### src/rtl/reg_hazard_ctrl.sv
`default_nettype none
// ============================================================================
//  Module   : reg_hazard_ctrl
//  Purpose  : Register scoreboard for a 5-stage pipeline; load-use stall,
//             flush bubble and registered EX operand forwarding selects.
//  Revision : 1.0 - initial release
// ============================================================================
module reg_hazard_ctrl (
    input  logic        CLK,
    input  logic        Reset,
    input  logic        id_valid,
    input  logic [4:0]  id_rs,
    input  logic [4:0]  id_rt,
    input  logic        id_use_rs,
    input  logic        id_use_rt,
    input  logic [4:0]  id_rd,
    input  logic [1:0]  id_RegDst,
    input  logic        id_RegWrite,
    input  logic        id_MemToReg,
    input  logic        branch_taken,
    output logic [4:0]  id_WriteReg,
    output logic        stall,
    output logic        bubble,
    output logic [1:0]  ForwardA,
    output logic [1:0]  ForwardB,
    output logic [15:0] stall_cnt
);

    localparam logic [1:0]  c_DST_RT   = 2'b00;
    localparam logic [1:0]  c_DST_RD   = 2'b01;
    localparam logic [1:0]  c_DST_LINK = 2'b10;
    localparam logic [1:0]  c_DST_NONE = 2'b11;
    localparam logic [4:0]  c_LINK_REG = 5'd31;
    localparam logic [1:0]  c_FWD_RF   = 2'b00;
    localparam logic [1:0]  c_FWD_MEM  = 2'b10;
    localparam logic [1:0]  c_FWD_WB   = 2'b01;
    localparam logic [15:0] c_CNT_MAX  = 16'hFFFF;
    localparam int          c_EX       = 0;
    localparam int          c_MEM      = 1;
    localparam int          c_WB       = 2;
    localparam int          c_DEPTH    = 3;

    typedef struct packed {
        logic       valid;
        logic [4:0] dst;
        logic       load;
    } sbEntry_t;

    sbEntry_t    r_sb [c_DEPTH];
    logic [1:0]  r_fwdA;
    logic [1:0]  r_fwdB;
    logic [15:0] r_stallCnt;

    logic [4:0]  w_writeReg;
    sbEntry_t    w_idEntry;
    logic        w_loadUse;
    logic        w_stall;
    logic        w_bubble;
    logic [1:0]  w_fwdANext;
    logic [1:0]  w_fwdBNext;

    // The producer now in EX will sit in MEM when this ID instruction reaches
    // EX, and the one now in MEM will be in WB; hence the select encodings.
    function automatic logic [1:0] fwdSel(
        input logic [4:0] src,
        input sbEntry_t   ex,
        input sbEntry_t   mem
    );
        if (ex.valid && !ex.load && (src == ex.dst))
            return c_FWD_MEM;
        else if (mem.valid && (src == mem.dst))
            return c_FWD_WB;
        else
            return c_FWD_RF;
    endfunction

    always_comb begin
        w_writeReg = 5'd0;
        case (id_RegDst)
            c_DST_RT:   w_writeReg = id_rt;
            c_DST_RD:   w_writeReg = id_rd;
            c_DST_LINK: w_writeReg = c_LINK_REG;
            default:    w_writeReg = 5'd0;
        endcase
    end

    // Writes to $0 never enter the scoreboard, so $0 can never match.
    always_comb begin
        w_idEntry       = '0;
        w_idEntry.valid = id_valid && id_RegWrite && (id_RegDst != c_DST_NONE)
                          && (w_writeReg != 5'd0);
        w_idEntry.dst   = w_writeReg;
        w_idEntry.load  = id_MemToReg;
    end

    always_comb begin
        w_loadUse = !Reset && id_valid && r_sb[c_EX].valid && r_sb[c_EX].load &&
                    ((id_use_rs && (id_rs == r_sb[c_EX].dst)) ||
                     (id_use_rt && (id_rt == r_sb[c_EX].dst)));
        w_stall  = 1'b0;
        w_bubble = 1'b0;
        if (branch_taken) begin
            w_bubble = 1'b1;
        end else if (w_loadUse) begin
            w_stall  = 1'b1;
            w_bubble = 1'b1;
        end
    end

    always_comb begin
        w_fwdANext = c_FWD_RF;
        w_fwdBNext = c_FWD_RF;
        if (!w_bubble) begin
            w_fwdANext = fwdSel(id_rs, r_sb[c_EX], r_sb[c_MEM]);
            w_fwdBNext = fwdSel(id_rt, r_sb[c_EX], r_sb[c_MEM]);
        end
    end

    always_ff @(posedge CLK or posedge Reset) begin
        if (Reset) begin
            for (int i = 0; i < c_DEPTH; i++)
                r_sb[i] <= '0;
            r_fwdA     <= c_FWD_RF;
            r_fwdB     <= c_FWD_RF;
            r_stallCnt <= 16'd0;
        end else begin
            r_sb[c_WB]  <= r_sb[c_MEM];
            r_sb[c_MEM] <= r_sb[c_EX];
            r_sb[c_EX]  <= w_bubble ? sbEntry_t'('0) : w_idEntry;
            r_fwdA      <= w_fwdANext;
            r_fwdB      <= w_fwdBNext;
            if (w_stall && (r_stallCnt != c_CNT_MAX))
                r_stallCnt <= r_stallCnt + 16'd1;
        end
    end

    assign id_WriteReg = w_writeReg;
    assign stall       = w_stall;
    assign bubble      = w_bubble;
    assign ForwardA    = r_fwdA;
    assign ForwardB    = r_fwdB;
    assign stall_cnt   = r_stallCnt;

endmodule
`default_nettype wire

### config.mk
export PLATFORM = sky130hd
export DESIGN_NAME = reg_hazard_ctrl
export DESIGN_NICKNAME = d
export VERILOG_FILES = /design/src/rtl/reg_hazard_ctrl.sv
export SDC_FILE = /design/constraint.sdc
export NUM_CORES = 1
export LEC_CHECK = 0
export ABC_CLOCK_PERIOD_IN_PS = 2300
export CORE_MARGIN = 10
export CORE_UTILIZATION = 35
export DETAILED_ROUTE_END_ITERATION = 7
export SYNTH_ARGS = -nofsm -noshare
export SYNTH_HDL_FRONTEND = slang
export SYNTH_SLANG_ARGS = --single-unit
### constraint.sdc
create_clock -name CLK -period 2.3 [get_ports CLK]
set_input_delay 0.345 -clock CLK [delete_from_list [all_inputs] [get_ports CLK]]
set_output_delay 0.345 -clock CLK [all_outputs]
set_load 0.05 [all_outputs]
-- After elaboration in Yosys (flattened, before gate mapping)
Cells that the tools add are included.
- $add $sub $neg: 1
- equality and inequality tests: 8
- mux-type cells: 11
- reduce and logical (&&, ||, !) cells: 20
- operators with widths (kind ; count):
    5-bit equality test ; 4
    16-bit by 1-bit adder with 16-bit output, second input constant ; 1
    16-bit inequality test, second input constant ; 1
    1-bit logical AND ; 15
    5-bit case mux with 3 select lines ; 1
    2-bit two-way mux ; 4
    7-bit two-way mux ; 1
    1-bit two-way mux ; 5
    5-bit nonzero test ; 1
    2-bit by 1-bit equality test with 1-bit output, second input constant ; 1
    2-bit equality test, second input constant ; 1
    1-bit zero test ; 2
    2-bit zero test ; 1
    2-bit inequality test, second input constant ; 1
    1-bit logical OR ; 1
- register bits after elaboration: 33
- input bits: 25
- output and inout port bits: 27
- logic and storage cells: 48

-- Longest topological paths before layout
- word-level depth: 8
- depth in mapped cells: 7
- depth with buffers taken out: 7

-- Least setup slack after synthesis
OpenSTA, ideal clock, no wires.
- path type: input to output
- start point: input Reset
- end point: output stall
- data arrival time: 2189 ps
- required time: 1955 ps
- path slack: -234 ps
- cell stages on the path: 5
- buffers on the path: 1
- cells stage by stage: inv_2 nand4_1 or2_2 buf_2 nor2_1
- cells in the longest elaborated chain, start to end: 7
- ends and longest elaborated chain (element ; line ; RTL):
    from (decl) ; 10 ; input logic Reset,
    1-bit zero test (no source line) ; n/a ;
    1-bit logical AND (4 in series) ; 97 ; w_loadUse = !Reset && id_valid && r_sb[c_EX].valid && r_sb[c_EX].load &&
    1-bit two-way mux ; 104 ; end else if (w_loadUse) begin
    1-bit two-way mux ; 102 ; if (branch_taken) begin
    to (decl) ; 22 ; output logic stall,
No other way between the ends.

-- Worst setup path after layout
- start point: input id_rs[0]
- end point: output bubble
- cells in the longest elaborated chain, start to end: 6
- ends and longest elaborated chain (element ; line ; RTL):
    from (decl) ; 12 ; input logic [4:0] id_rs,
    5-bit equality test ; 98 ; ((id_use_rs && (id_rs == r_sb[c_EX].dst)) ||
    1-bit logical AND ; 98 ;
    1-bit logical OR ; 98 ;
    1-bit logical AND ; 97 ;
    1-bit two-way mux ; 104 ;
    1-bit two-way mux ; 102 ;
    to (decl) ; 23 ; output logic bubble,
No other way between the ends.

==> metrics.md <==
| Metric | Value |
|---|---|
| Outcome | `completed` |
| Critical Path RT | `a little under 2 ns` |
| Hpwl dp | `around 3700 microns` |
| Gp weighted congestion | `slightly above 0.8` |
| First-pass GRT wire length | `7750 microns` |
| PD cells | `between 400 and 500 mW/mm^2` |
| Leakage | `between 1 and 1.5 nW` |
| Sequential fraction of design power | `0.483` |
| Largest family of logic cells by synthesized area | `simple AND/OR/NAND/NOR gates` |
| Total Die Area | `0.00834 sq mm` |
| Worst-Skew Late Latency | `~0.28 ns` |
| Number of warnings issued by yosys | `0` |
| Number of antenna violations at the first check in global routing | `0` |
| Syn nets | `201` |
| Arr. time, crit path | `between 1.5 and 2 ns` |
| Starting density of the core | `0.370` |
| Largest net degree at the start of global routing | `34` |
| Register area | `826 sq um` |
| Critical path class | `in -> out` |
| Gate count after technology mapping | `approximately 180` |
| Fmax | `0.449 GHz` |
| EDFF count, synth | `0` |
| Port bufs | `just over 50` |
| Final period utilization | `0.969` |
| Commonest cells post-synth | `33 x dfrtp_1, 24 x nor2_1, 21 x xor2_1` |
| Clock transition at path regs | `approximately 0.07 ns` |
| RSZ-0062 raised after global routing | `no` |
| Num Clock Sinks | `33` |
| Post-DP Area | `approximately 0.0026 sq mm` |
| Diode count | `0` |
| Post-synthesis adder-cell area fraction | `0.00703` |
| Fin area | `0.00267 sq mm` |
| Post-synthesis sequential area ratio | `0.464` |
| Worst Setup SP | `id_rs[0]` |
| Final core utilization | `0.553` |
| Synth Area in Compound Gates | `0.0668` |
| Top FF cell, synth | `dfrtp_1` |
| Power share of the combinational group | `0.182` |
| Switch Pwr | `around 330 uW` |
| # nets final | `between 200 and 300` |
| Mapped Area | `0.00178 sq mm` |
| Most area-consuming cells after synthesis | `dfrtp_1 46%, xor2_1 10%, xnor2_1 6.4%` |
| Worst Tran Pin Value | `0.534 ns` |
| Synth Area in Simple Gates | `0.257` |
| Final slew viol count | `0` |
| Drc violations | `0` |
| Fin Hold WS | `between 0.4 and 0.5 ns` |
| Syn-to-layout area delta | `49.7%` |
| Switch share | `0.263` |
| Power Total | `about 1.3 mW` |
| Drt wl/cell | `between 10 and 15 microns` |
| Worst slack at placement | `-0.149 ns` |
| Share of layout cells above drive strength 1 | `0.198` |
| Setup violators final | `0` |
| Rows | `25` |
| Chip width | `around 91 microns` |
| Maxcap violations | `0` |
| Cts bufs inserted | `5` |
| Leading area contributor after synthesis | `dfrtp_1` |
| Via density | `4.77` |
| Internal Power | `about 930 uW` |
| Crit path capture type | `output pin` |
| CTS tree | `built` |
| Layout Cells excl Fill | `320` |
| Mux cell area share after synthesis | `0.0126` |
| Vias in the first global route | `1563` |
| Worst hold path class | `reg -> reg` |
| Yosys reg bits | `33` |
| Routed Antenna Nets | `0` |
| Post-Route WL | `approximately 4700 microns` |
| Placed insts | `~310` |
| Post-Route Skew | `about 0.0046 ns` |
| Core area | `a little under 0.005 sq mm` |
| Startpoint type of the worst setup path | `input port` |
| Synth unique cells | `33` |
| First drt pass iteration count | `4` |
| Most frequent cell after synthesis | `dfrtp_1` |
| Combined area of the multi-input logic cells | `~920 sq um` |
| Fin crit period | `roughly 2.2 ns` |
| Worst Slack Setup Final | `approximately 0.07 ns` |
| Slew headroom | `0.640` |
| Reg2reg start | `r_sb[16]` |
| Total track usage | `0.114` |
| Worst vdd ir | `approximately 0.24 mV` |
| Clock root cell | `clkbuf_8` |
| # H-tree levels | `2` |
| Setup Total Neg Slack | `0 ns` |
| GRT Residual Overflow | `0` |
| Clock group share of total power | `0.334` |
| Vias | `1525` |
| DRT iter0 DRCs | `51` |
| Height of the die | `between 90 and 100 microns` |
| Synth top area share | `0.464` |
| Critical Path Fanout Max | `3` |
| Syn_area_per_cell | `~10 sq um` |
| Final Hold Viols | `0` |
| Async S/R FF share, synth | `1.00` |
| Synth Area in XOR/XNOR | `0.167` |
| HP Start | `r_sb[20]` |
| Number of fill cells | `approximately 460` |
| Ports | `52` |
| CTS Buffer Depth | `2` |
layer usage:
layer | share of wire | track usage | routed length, microns
met1 | 0.48 | 0.148 | 2250
met2 | 0.44 | 0.169 | 2040
met5 | 0 | 0 | 0
met4 | 0.018 | 0.0509 | 86
met3 | 0.059 | 0.0362 | 273
cell families (layout without fill, tap and decap cells):
| kind of cell | Yosys count | count (layout) |
|---|---|---|
| compound gates | 16 | 16 |
| xor+xnor | 34 | 34 |
| fa+ha+maj | 1 | 1 |
| buf+inv | 10 | 88 |
| flops | 33 | 33 |
| mux | 2 | 2 |
| simple gates | 79 | 79 |
power by group through the flow:
stage | logic, mW | clock network, mW | registers [mW]
final | 0.229 | 0.420 | 0.607
after detailed placement | 0.229 | 0 | 0.618
after CTS | 0.231 | 0.430 | 0.607
after global placement | 0.228 | 0 | 0.618
after floorplan | 0.105 | 0 | 0.616
after global routing | 0.247 | 0.453 | 0.609
final cells by class:
type,count,area share
well taps,67,0.0315
repair buffers,72,0.274
inverters,8,0.0113
flip-flops and latches,33,0.310
clock buffers,8,0.0300
multi-input cells,132,0.344
cells in the final DEF, fill, tap and decap left out, types with 3 or more instances in the layout:
master	n
a21oi_1	5
clkbuf_1	3
o2111ai_1	3
nand4_1	7
nand3_1	11
nor2_1	23
inv_1	7
buf_4	21
clkbuf_8	5
dfrtp_1	33
nor3_1	6
clkdlybuf4s50_1	44
nand2_1	9
nor3_2	3
xnor2_1	13
nor4_2	5
and3_1	4
xor2_1	21
buf_12	6
o21ai_0	4
path summary, 6_finish.rpt:
| check | to | slack, ns | cells past startpoint |
|---|---|---|---|
| max in group asynchronous | r_sb[16] | 1.52 | 3 |
| worst max-delay path | bubble | 0.07 | 7 |
| worst max register to register | stall_cnt[12] | 0.19 | 7 |
| min in group asynchronous | stall_cnt[2] | 0.48 | 3 |
| worst min-delay path | r_sb[13] | 0.42 | 0 |
| worst min register to register | r_sb[13] | 0.42 | 0 |
sequential cells by signal (all words and copies together) (netlist names):
name / flops
stall_cnt: 16
r_sb: 13
ForwardA: 2
ForwardB: 2
worst max-delay path: stages:
cell	delay, ns
clkdlybuf4s50_1	0.43
xor2_1	0.18
nor3_2	0.21
and3_1	0.22
a22oi_2	0.13
o21bai_2	0.19
buf_6	0.19
repair_timing:
action,4_1_cts,5_1_grt
pin swaps,1,1
gates resized for setup,0,1
setup buffers,1,0
endpoints found under the setup margin,2,1
hold buffers,0,0
Note: power is estimated with default switching activity, not from simulation.
